### src/rtl/ysyx_24100006_axi_arbiter_if.sv
// AXI4-Lite channel bundle used for the IFU, LSU and memory-slave sides of the arbiter.
// The master modport is the side that issues requests; the slave modport answers them.
interface ysyx_24100006_axi_arbiter_if #(
  parameter int ADDR_W = 32,
  parameter int DATA_W = 32
);
  logic [ADDR_W-1:0] araddr;
  logic              arvalid;
  logic              arready;
  logic [DATA_W-1:0] rdata;
  logic [1:0]        rresp;
  logic              rvalid;
  logic              rready;
  logic [ADDR_W-1:0] awaddr;
  logic              awvalid;
  logic              awready;
  logic [DATA_W-1:0] wdata;
  logic [7:0]        wstrb;
  logic              wvalid;
  logic              wready;
  logic [1:0]        bresp;
  logic              bvalid;
  logic              bready;

  modport master (
    output araddr, arvalid, rready, awaddr, awvalid, wdata, wstrb, wvalid, bready,
    input  arready, rdata, rresp, rvalid, awready, wready, bresp, bvalid
  );

  modport slave (
    input  araddr, arvalid, rready, awaddr, awvalid, wdata, wstrb, wvalid, bready,
    output arready, rdata, rresp, rvalid, awready, wready, bresp, bvalid
  );
endinterface

### src/rtl/ysyx_24100006_axi_arbiter.sv
// Round-robin AXI4-Lite arbiter sharing one memory slave between the IFU (read-only)
// and the LSU (read/write); the grant is held until the final response handshake.
module ysyx_24100006_axi_arbiter #(
  parameter int ADDR_W = 32,
  parameter int DATA_W = 32
) (
  input  logic                       clk,
  input  logic                       reset,
  ysyx_24100006_axi_arbiter_if.slave  ifu,
  ysyx_24100006_axi_arbiter_if.slave  lsu,
  ysyx_24100006_axi_arbiter_if.master s
);

  localparam logic [1:0] IDLE   = 2'd0;
  localparam logic [1:0] IFU_RD = 2'd1;
  localparam logic [1:0] LSU_RD = 2'd2;
  localparam logic [1:0] LSU_WR = 2'd3;

  localparam logic GRANT_IFU = 1'b0;
  localparam logic GRANT_LSU = 1'b1;

  logic [1:0] r_state;
  logic [1:0] w_nextState;
  logic       r_lastGrant;
  logic       w_nextLastGrant;

  logic       w_reqIfu;
  logic       w_reqLsuRd;
  logic       w_reqLsuWr;
  logic       w_reqLsu;
  logic [1:0] w_lsuState;

  logic       w_ifuRd;
  logic       w_lsuRd;
  logic       w_lsuWr;

  logic [ADDR_W-1:0] w_arAddr;
  logic [ADDR_W-1:0] w_awAddr;
  logic [DATA_W-1:0] w_wData;
  logic              w_unused_ifuWrite;

  assign w_reqIfu   = ifu.arvalid;
  assign w_reqLsuRd = lsu.arvalid;
  assign w_reqLsuWr = lsu.awvalid & lsu.wvalid;
  assign w_reqLsu   = w_reqLsuRd | w_reqLsuWr;
  // An LSU read takes priority over a simultaneously pending LSU write.
  assign w_lsuState = w_reqLsuRd ? LSU_RD : LSU_WR;

  always_comb begin
    w_nextState     = r_state;
    w_nextLastGrant = r_lastGrant;
    case (r_state)
      IDLE: begin
        if (w_reqIfu && w_reqLsu) begin
          w_nextState = (r_lastGrant == GRANT_IFU) ? w_lsuState : IFU_RD;
        end else if (w_reqIfu) begin
          w_nextState = IFU_RD;
        end else if (w_reqLsu) begin
          w_nextState = w_lsuState;
        end
      end
      IFU_RD: begin
        if (s.rvalid && ifu.rready) begin
          w_nextState     = IDLE;
          w_nextLastGrant = GRANT_IFU;
        end
      end
      LSU_RD: begin
        if (s.rvalid && lsu.rready) begin
          w_nextState     = IDLE;
          w_nextLastGrant = GRANT_LSU;
        end
      end
      LSU_WR: begin
        if (s.bvalid && lsu.bready) begin
          w_nextState     = IDLE;
          w_nextLastGrant = GRANT_LSU;
        end
      end
      default: w_nextState = IDLE;
    endcase
  end

  always_ff @(posedge clk) begin
    if (reset) begin
      r_state     <= IDLE;
      r_lastGrant <= GRANT_IFU;
    end else begin
      r_state     <= w_nextState;
      r_lastGrant <= w_nextLastGrant;
    end
  end

  assign w_ifuRd = (r_state == IFU_RD);
  assign w_lsuRd = (r_state == LSU_RD);
  assign w_lsuWr = (r_state == LSU_WR);

  // Slave side: every request channel is muxed purely from the grant state.
  assign w_arAddr  = w_ifuRd ? ifu.araddr : (w_lsuRd ? lsu.araddr : '0);
  assign w_awAddr  = w_lsuWr ? lsu.awaddr : '0;
  assign w_wData   = w_lsuWr ? lsu.wdata  : '0;

  assign s.araddr  = w_arAddr;
  assign s.arvalid = (w_ifuRd & ifu.arvalid) | (w_lsuRd & lsu.arvalid);
  assign s.rready  = (w_ifuRd & ifu.rready)  | (w_lsuRd & lsu.rready);
  assign s.awaddr  = w_awAddr;
  assign s.awvalid = w_lsuWr & lsu.awvalid;
  assign s.wdata   = w_wData;
  assign s.wstrb   = w_lsuWr ? lsu.wstrb : 8'h00;
  assign s.wvalid  = w_lsuWr & lsu.wvalid;
  assign s.bready  = w_lsuWr & lsu.bready;

  assign ifu.arready = w_ifuRd & s.arready;
  assign ifu.rvalid  = w_ifuRd & s.rvalid;
  assign ifu.rdata   = s.rdata;
  assign ifu.rresp   = s.rresp;
  assign ifu.awready = 1'b0;
  assign ifu.wready  = 1'b0;
  assign ifu.bvalid  = 1'b0;
  assign ifu.bresp   = 2'b00;

  assign lsu.arready = w_lsuRd & s.arready;
  assign lsu.rvalid  = w_lsuRd & s.rvalid;
  assign lsu.rdata   = s.rdata;
  assign lsu.rresp   = s.rresp;
  assign lsu.awready = w_lsuWr & s.awready;
  assign lsu.wready  = w_lsuWr & s.wready;
  assign lsu.bvalid  = w_lsuWr & s.bvalid;
  assign lsu.bresp   = s.bresp;

  // The IFU never writes, so its write-request half of the bundle is ignored.
  assign w_unused_ifuWrite = ^{ifu.awaddr, ifu.awvalid, ifu.wdata, ifu.wstrb,
                               ifu.wvalid, ifu.bready};

endmodule
### src/flat_wrapper.sv
// flat-port wrapper written by rule: the top's interface ports become plain ports
module ysyx_24100006_axi_arbiter_flat 
#(
  parameter int ADDR_W = 32,
  parameter int DATA_W = 32
)
  (clk, reset, ifu_araddr, ifu_arvalid, ifu_rready, ifu_awaddr, ifu_awvalid, ifu_wdata, ifu_wstrb, ifu_wvalid, ifu_bready, ifu_arready, ifu_rdata, ifu_rresp, ifu_rvalid, ifu_awready, ifu_wready, ifu_bresp, ifu_bvalid, lsu_araddr, lsu_arvalid, lsu_rready, lsu_awaddr, lsu_awvalid, lsu_wdata, lsu_wstrb, lsu_wvalid, lsu_bready, lsu_arready, lsu_rdata, lsu_rresp, lsu_rvalid, lsu_awready, lsu_wready, lsu_bresp, lsu_bvalid, s_araddr, s_arvalid, s_rready, s_awaddr, s_awvalid, s_wdata, s_wstrb, s_wvalid, s_bready, s_arready, s_rdata, s_rresp, s_rvalid, s_awready, s_wready, s_bresp, s_bvalid);
  ysyx_24100006_axi_arbiter_if #(.ADDR_W(ADDR_W), .DATA_W(DATA_W)) ifu_i ();
  ysyx_24100006_axi_arbiter_if #(.ADDR_W(ADDR_W), .DATA_W(DATA_W)) lsu_i ();
  ysyx_24100006_axi_arbiter_if #(.ADDR_W(ADDR_W), .DATA_W(DATA_W)) s_i ();
  input  logic clk;
  input  logic reset;
  input wire logic [$bits(ifu_i.araddr)-1:0] ifu_araddr;
  input wire logic [$bits(ifu_i.arvalid)-1:0] ifu_arvalid;
  input wire logic [$bits(ifu_i.rready)-1:0] ifu_rready;
  input wire logic [$bits(ifu_i.awaddr)-1:0] ifu_awaddr;
  input wire logic [$bits(ifu_i.awvalid)-1:0] ifu_awvalid;
  input wire logic [$bits(ifu_i.wdata)-1:0] ifu_wdata;
  input wire logic [$bits(ifu_i.wstrb)-1:0] ifu_wstrb;
  input wire logic [$bits(ifu_i.wvalid)-1:0] ifu_wvalid;
  input wire logic [$bits(ifu_i.bready)-1:0] ifu_bready;
  output wire logic [$bits(ifu_i.arready)-1:0] ifu_arready;
  output wire logic [$bits(ifu_i.rdata)-1:0] ifu_rdata;
  output wire logic [$bits(ifu_i.rresp)-1:0] ifu_rresp;
  output wire logic [$bits(ifu_i.rvalid)-1:0] ifu_rvalid;
  output wire logic [$bits(ifu_i.awready)-1:0] ifu_awready;
  output wire logic [$bits(ifu_i.wready)-1:0] ifu_wready;
  output wire logic [$bits(ifu_i.bresp)-1:0] ifu_bresp;
  output wire logic [$bits(ifu_i.bvalid)-1:0] ifu_bvalid;
  input wire logic [$bits(lsu_i.araddr)-1:0] lsu_araddr;
  input wire logic [$bits(lsu_i.arvalid)-1:0] lsu_arvalid;
  input wire logic [$bits(lsu_i.rready)-1:0] lsu_rready;
  input wire logic [$bits(lsu_i.awaddr)-1:0] lsu_awaddr;
  input wire logic [$bits(lsu_i.awvalid)-1:0] lsu_awvalid;
  input wire logic [$bits(lsu_i.wdata)-1:0] lsu_wdata;
  input wire logic [$bits(lsu_i.wstrb)-1:0] lsu_wstrb;
  input wire logic [$bits(lsu_i.wvalid)-1:0] lsu_wvalid;
  input wire logic [$bits(lsu_i.bready)-1:0] lsu_bready;
  output wire logic [$bits(lsu_i.arready)-1:0] lsu_arready;
  output wire logic [$bits(lsu_i.rdata)-1:0] lsu_rdata;
  output wire logic [$bits(lsu_i.rresp)-1:0] lsu_rresp;
  output wire logic [$bits(lsu_i.rvalid)-1:0] lsu_rvalid;
  output wire logic [$bits(lsu_i.awready)-1:0] lsu_awready;
  output wire logic [$bits(lsu_i.wready)-1:0] lsu_wready;
  output wire logic [$bits(lsu_i.bresp)-1:0] lsu_bresp;
  output wire logic [$bits(lsu_i.bvalid)-1:0] lsu_bvalid;
  output wire logic [$bits(s_i.araddr)-1:0] s_araddr;
  output wire logic [$bits(s_i.arvalid)-1:0] s_arvalid;
  output wire logic [$bits(s_i.rready)-1:0] s_rready;
  output wire logic [$bits(s_i.awaddr)-1:0] s_awaddr;
  output wire logic [$bits(s_i.awvalid)-1:0] s_awvalid;
  output wire logic [$bits(s_i.wdata)-1:0] s_wdata;
  output wire logic [$bits(s_i.wstrb)-1:0] s_wstrb;
  output wire logic [$bits(s_i.wvalid)-1:0] s_wvalid;
  output wire logic [$bits(s_i.bready)-1:0] s_bready;
  input wire logic [$bits(s_i.arready)-1:0] s_arready;
  input wire logic [$bits(s_i.rdata)-1:0] s_rdata;
  input wire logic [$bits(s_i.rresp)-1:0] s_rresp;
  input wire logic [$bits(s_i.rvalid)-1:0] s_rvalid;
  input wire logic [$bits(s_i.awready)-1:0] s_awready;
  input wire logic [$bits(s_i.wready)-1:0] s_wready;
  input wire logic [$bits(s_i.bresp)-1:0] s_bresp;
  input wire logic [$bits(s_i.bvalid)-1:0] s_bvalid;
  assign ifu_i.araddr = ifu_araddr;
  assign ifu_i.arvalid = ifu_arvalid;
  assign ifu_i.rready = ifu_rready;
  assign ifu_i.awaddr = ifu_awaddr;
  assign ifu_i.awvalid = ifu_awvalid;
  assign ifu_i.wdata = ifu_wdata;
  assign ifu_i.wstrb = ifu_wstrb;
  assign ifu_i.wvalid = ifu_wvalid;
  assign ifu_i.bready = ifu_bready;
  assign ifu_arready = ifu_i.arready;
  assign ifu_rdata = ifu_i.rdata;
  assign ifu_rresp = ifu_i.rresp;
  assign ifu_rvalid = ifu_i.rvalid;
  assign ifu_awready = ifu_i.awready;
  assign ifu_wready = ifu_i.wready;
  assign ifu_bresp = ifu_i.bresp;
  assign ifu_bvalid = ifu_i.bvalid;
  assign lsu_i.araddr = lsu_araddr;
  assign lsu_i.arvalid = lsu_arvalid;
  assign lsu_i.rready = lsu_rready;
  assign lsu_i.awaddr = lsu_awaddr;
  assign lsu_i.awvalid = lsu_awvalid;
  assign lsu_i.wdata = lsu_wdata;
  assign lsu_i.wstrb = lsu_wstrb;
  assign lsu_i.wvalid = lsu_wvalid;
  assign lsu_i.bready = lsu_bready;
  assign lsu_arready = lsu_i.arready;
  assign lsu_rdata = lsu_i.rdata;
  assign lsu_rresp = lsu_i.rresp;
  assign lsu_rvalid = lsu_i.rvalid;
  assign lsu_awready = lsu_i.awready;
  assign lsu_wready = lsu_i.wready;
  assign lsu_bresp = lsu_i.bresp;
  assign lsu_bvalid = lsu_i.bvalid;
  assign s_araddr = s_i.araddr;
  assign s_arvalid = s_i.arvalid;
  assign s_rready = s_i.rready;
  assign s_awaddr = s_i.awaddr;
  assign s_awvalid = s_i.awvalid;
  assign s_wdata = s_i.wdata;
  assign s_wstrb = s_i.wstrb;
  assign s_wvalid = s_i.wvalid;
  assign s_bready = s_i.bready;
  assign s_i.arready = s_arready;
  assign s_i.rdata = s_rdata;
  assign s_i.rresp = s_rresp;
  assign s_i.rvalid = s_rvalid;
  assign s_i.awready = s_awready;
  assign s_i.wready = s_wready;
  assign s_i.bresp = s_bresp;
  assign s_i.bvalid = s_bvalid;
  ysyx_24100006_axi_arbiter #(.ADDR_W(ADDR_W), .DATA_W(DATA_W)) u_core (.clk(clk), .reset(reset), .ifu(ifu_i), .lsu(lsu_i), .s(s_i));
endmodule
### config.mk
export PLATFORM = sky130hd
export DESIGN_NAME = ysyx_24100006_axi_arbiter_flat
export DESIGN_NICKNAME = d
export VERILOG_FILES = /design/src/rtl/ysyx_24100006_axi_arbiter_if.sv /design/src/rtl/ysyx_24100006_axi_arbiter.sv /design/src/flat_wrapper.sv
export SDC_FILE = /design/constraint.sdc
export NUM_CORES = 1
export LEC_CHECK = 0
export ABC_AREA = 1
export CORE_AREA = 4 4 171 173
export DETAILED_ROUTE_END_ITERATION = 10
export DIE_AREA = 0 0 175 177
export PLACE_DENSITY = 0.39
export SETUP_SLACK_MARGIN = 0.5
export SLEW_MARGIN = 20
export SYNTH_ARGS = -nofsm -noshare
export SYNTH_HDL_FRONTEND = slang
export SYNTH_SLANG_ARGS = --single-unit
### constraint.sdc
create_clock -name clk -period 1.01 [get_ports clk]
set_input_delay 0.1515 -clock clk [delete_from_list [all_inputs] [get_ports clk]]
set_output_delay 0.1515 -clock clk [all_outputs]
set_load 0.01 [all_outputs]
; ---- Yosys cells after proc, flatten, opt, wreduce, memory -nomap -nowiden
; Cells that the tools add are included.
[classes]
n_eq_ne = 7
mux = 18
bitwise = 18
reduce_logical = 8
[ops]
columns = operator, n
row1 = $mux 32, 4
row2 = $and 1x1->1, 15
row3 = $mux 2, 7
row4 = $mux 8, 1
row5 = $pmux 2 s4, 1
row6 = $reduce_and 4->1, 2
row7 = $ne 2x2->1 const B, 3
row8 = $eq 2x2->1 const B, 2
row9 = $logic_and 1x1->1, 4
row10 = $mux 1, 4
row11 = $ne 4x2->1 const B, 1
row12 = $or 1x1->1, 3
row13 = $pmux 1 s3, 1
row14 = $reduce_bool 3->1, 1
row15 = $eq 2x1->1 const B, 1
row16 = $logic_not 2->1, 1
[totals]
reg_bits = 3
out_inout_bits = 191
wordCells = 53

; ---- Longest topological paths before layout
[logic_depth]
depth_word = 6
ltp_mapped = 8

; ---- Least setup slack after synthesis
; OpenSTA, ideal clock, no wires.
[synth_path]
path_type = reg-to-output
startpoint = register u_core.r_state[0]
endpoint = output port s_awaddr[11]
t_arrival_ns = 1.018
required_ns = 0.859
setup_slack_ns = -0.160
path_stages_with_launch = 6
cell_sequence = dfxtp_1 > buf_6 > nand2_2 > buf_2 > buf_2 > nor2_1
[synth_via]
elab_chain_cells = 2
[synth_rtl]
columns = element, line_no
row1 = from (decl), ysyx_24100006_axi_arbiter.sv:22  ; logic [1:0] r_state;
row2 = from (signal assigned), ysyx_24100006_axi_arbiter.sv:89  ; r_state <= w_nextState;
row3 = $eq 2x2->1, ysyx_24100006_axi_arbiter.sv:96  ; assign w_lsuWr = (r_state == LSU_WR);
row4 = $mux 32, ysyx_24100006_axi_arbiter.sv:100  ; assign w_awAddr = w_lsuWr ? lsu.awaddr : '0;
row5 = to (decl), flat_wrapper.sv:50  ; output wire logic [$bits(s_i.awaddr)-1:0] s_awaddr;
; No other way between the ends.

; ---- Worst setup path after layout
[layout_path]
startpoint = register u_core.r_state[0]
endpoint = output port s_araddr[14]
[layout_via]
elab_chain_cells = 3
elab_cells_between_ends = 4
[layout_rtl]
columns = element, line_no
row1 = $eq 2x2->1, ysyx_24100006_axi_arbiter.sv:95  ; assign w_lsuRd = (r_state == LSU_RD);
row2 = $mux 32, ysyx_24100006_axi_arbiter.sv:99  ; assign w_arAddr = w_ifuRd ? ifu.araddr : (w_lsuRd ? lsu.araddr : '0);
row3 = $mux 32 (*), ysyx_24100006_axi_arbiter.sv:99
row4 = to (decl), flat_wrapper.sv:47  ; output wire logic [$bits(s_i.araddr)-1:0] s_araddr;
; Mark *: on every way between the ends. The rest lies on a longest branch, timed or not.

==> flow_summary.ini <==
[global_routing]
grt_overflow = 0
globalRouteTotalUtil = 0.0633
grt_start_max_net_pins = 22
first_pass_grt_wire_length_mm = 15.2
vias_in_the_first_global_route = 2578
antenna_found_initial = 0

[yosys]
synthDistinctLibCells = 18
synth.ff_latch_count = 3
synth-seq-area-share = 0.0333
yosysWarningCount = 0
netlist.area_leader.share = 0.316
avgSynthCellArea_um2 = 5.45
mappedNetlistArea_mm2 = 0.00180
synth_area_leader_cell = sky130_fd_sc_hd__buf_4
postSynthCellCount = 331
area_contributors_post_synth = sky130_fd_sc_hd__buf_4 32%, sky130_fd_sc_hd__nor2_1 19%, sky130_fd_sc_hd__inv_1 18%

[route]
drt_pre_antenna_iters = 4
vias = 2753
drt-initial-drc-count = 36
drt.antenna.violating_nets = 0
totalWireLength_mm = 12.2
route.detailed.drc = 0
route.detailed.wl_per_inst_um = 12.8
route.detailed.vias_per_inst = 2.87

[run_status]
failing_checks = negative setup slack
status = finished with violations

[critical_path]
critPathMostFrequentCell = sky130_fd_sc_hd__buf_6
end_point_of_the_critical_path = s_araddr[14]
r2r_setup_slack_ps = -400
crit_slowest_cell = sky130_fd_sc_hd__dfxtp_4
worst_setup_path_startpoint = u_core.r_state[0]$_SDFFE_PP0P_
ff_to_ff_start = u_core.r_state[0]$_SDFFE_PP0P_
crit-reg2reg-capture = u_core.r_state[0]$_SDFFE_PP0P_
startpoint_type = flip-flop
timing.critical_path.required_ps = 860
cp.arrival_ps = 1400
worstPathMaxFanout = 7
critPathMaxStageDelay_ps = 350
critical_path.cell_chain = buf_6, nor2_8, buf_6, clkbuf_16, a22o_1, buf_2
worst_r2r_path_depth = 9
worstSetupPathType = flip-flop to primary output
timing.critical_path.to_type = primary output

[power_and_ir_drop]
power_per_cell_area_mw_per_mm2 = 1350
vdd_ir_drop_max_mv = 0.583
leakagePower_nw = 2.72

[cts]
cts.path.max_buffers = 2
numCtsBuffers = 3
cts.sink_count = 3
cts-htree-levels = 1
tritoncts = built
clock_latency_ps = 220
master_cell_of_the_clock_root_buffer = sky130_fd_sc_hd__clkbuf_16
clock_transition_at_path_regs_ps = 30

[timing]
grt_setup_unrepaired = yes
max_freq_ghz = 0.643
layout_setup_ws_ps = -545
final_max_slew_viol_count = 0
holdWs_ps = 303
final_min_period_over_clock_period = 1.54
timing_hold_violations_final = 0
final.setup_skew_ps = 2.86
post-route-min-period_ps = 1550
timing.setup.tns_ps = -51870
setup_viol = 119

[die]
top_level_ports = 452
dieHeight_um = 177
initial_core_util = 0.0653
fp-row-count = 61
die_width_um = 175
die_area_mm2 = 0.0310
core_region_mm2 = 0.0276

[cells_and_area]
post_route_cells_drive_above_1_share = 0.496
fillCellCount = 3086
p_r_area_growth_vs_syn_pct = 230
layoutNonFillerInstCount = 959
nets = 843
final_design_area_no_fill_mm2 = 0.00596
n_antenna_cell = 0

[placed_design]
postPlaceCellArea_mm2 = 0.00507
dpl.hpwl_mm = 9.57
dp_slack_ps = -657
gp_congestion = 0.690
placed_cells = 914
buffer_ports.inserted = 265

[worst_hold_path]
timing.hold.worst.start = s_bresp[0]
type_of_the_most_critical_hold_path = input pin to primary output

[flow_run]
drv_cap = 0
-- logic make-up (layout without fill, tap and decap cells) --
logic type / Yosys count / in the layout / share of synthesized area
flops: 3 / 3 / 0.0333
simple gates: 111 / 112 / 0.251
other cells: 1 / 5 / 0.00208
compound gates: 37 / 37 / 0.173
buf+inv: 179 / 424 / 0.541
-- registers in the layout, indices dropped and copies added, names as in the netlist --
name	cells
u_core.r_state	2
u_core.r_lastGrant	1
-- Yosys cell counts (all sizes together) --
| cell type | n |
|---|---|
| nor2 | 92 |
| inv | 89 |
| buf | 85 |
| a22o | 33 |
| nand2 | 16 |
| clkbuf | 5 |
| dfxtp | 3 |
| nand3 | 3 |
| a21oi | 2 |
| conb | 1 |
| o21bai | 1 |
| o22ai | 1 |
-- power breakdown --
group	total (W)	internal [W]	leakage, nW	switching, W
clock network	0.000632	0.000521	0.0382	0.000111
logic	0.00710	0.00399	2.65	0.00312
registers	0.000279	0.000191	0.0261	0.0000881
total	0.00802	0.00470	2.72	0.00332
-- per-layer routing --
metal	track usage	vias up	wire length [um]
li1	-	1389	-
met3	0.0323	10	1210
met1	0.0707	1182	4620
met2	0.109	172	6270
met5	0	-	0
met4	0.0137	0	136
-- worst min path at each step --
stage / to / cells past startpoint
after global routing: lsu_bresp[0] / 0
after CTS: lsu_bresp[1] / 0
after detailed placement: lsu_bresp[1] / 0
after floorplan: u_core.r_state[1]$_SDFFE_PP0P_ / 1
after global placement: lsu_bresp[1] / 0
final: lsu_bresp[0] / 0
-- stage by stage --
| step | power [W] | utilization |
|---|---|---|
| after floorplan | 0.00326 | - |
| after global placement | 0.00595 | 0.183 |
| after detailed placement | 0.00591 | 0.183 |
| after CTS | 0.00656 | 0.187 |
| after global routing | 0.00850 | 0.216 |
| final | 0.00802 | 0.216 |
-- worst max-delay path: cells and delay by family (launching register included) --
| kind | cells | cell delay [ps] |
|---|---|---|
| buffers and inverters | 4 | 540 |
| flip-flops | 1 | 350 |
| AO/OA/AOI/OAI | 1 | 120 |
| AND/OR/NAND/NOR | 1 | 170 |
-- cell type report --
cell class / instances / area (um2) / area share
Multi-Input combinational cell: 154 / 1460 / 0.244
Inverter: 89 / 354 / 0.0594
Timing Repair Buffer: 331 / 3530 / 0.592
Clock buffer: 4 / 78.8 / 0.0132
Tap cell: 378 / 473 / 0.0794
Sequential cell: 3 / 67.6 / 0.0113
-- cell usage in the layout (no fill, tap or decap), drive strengths merged --
cell type	instances
nor2	92
o21bai	1
a21oi	2
conb	5
clkdlybuf4s50	149
clkbuf	15
inv	89
buf	171
dfxtp	3
nand2	17
nand3	3
a22o	33
o22ai	1
-- repair_timing --
action	in CTS	in global routing
buffers inserted	4	26
setup endpoints to repair	119	119
pin swaps	0	16
gates cloned	2	9
resized for setup	260	344
hold buffers	0	0
Note: power is estimated with default switching activity, not from simulation.
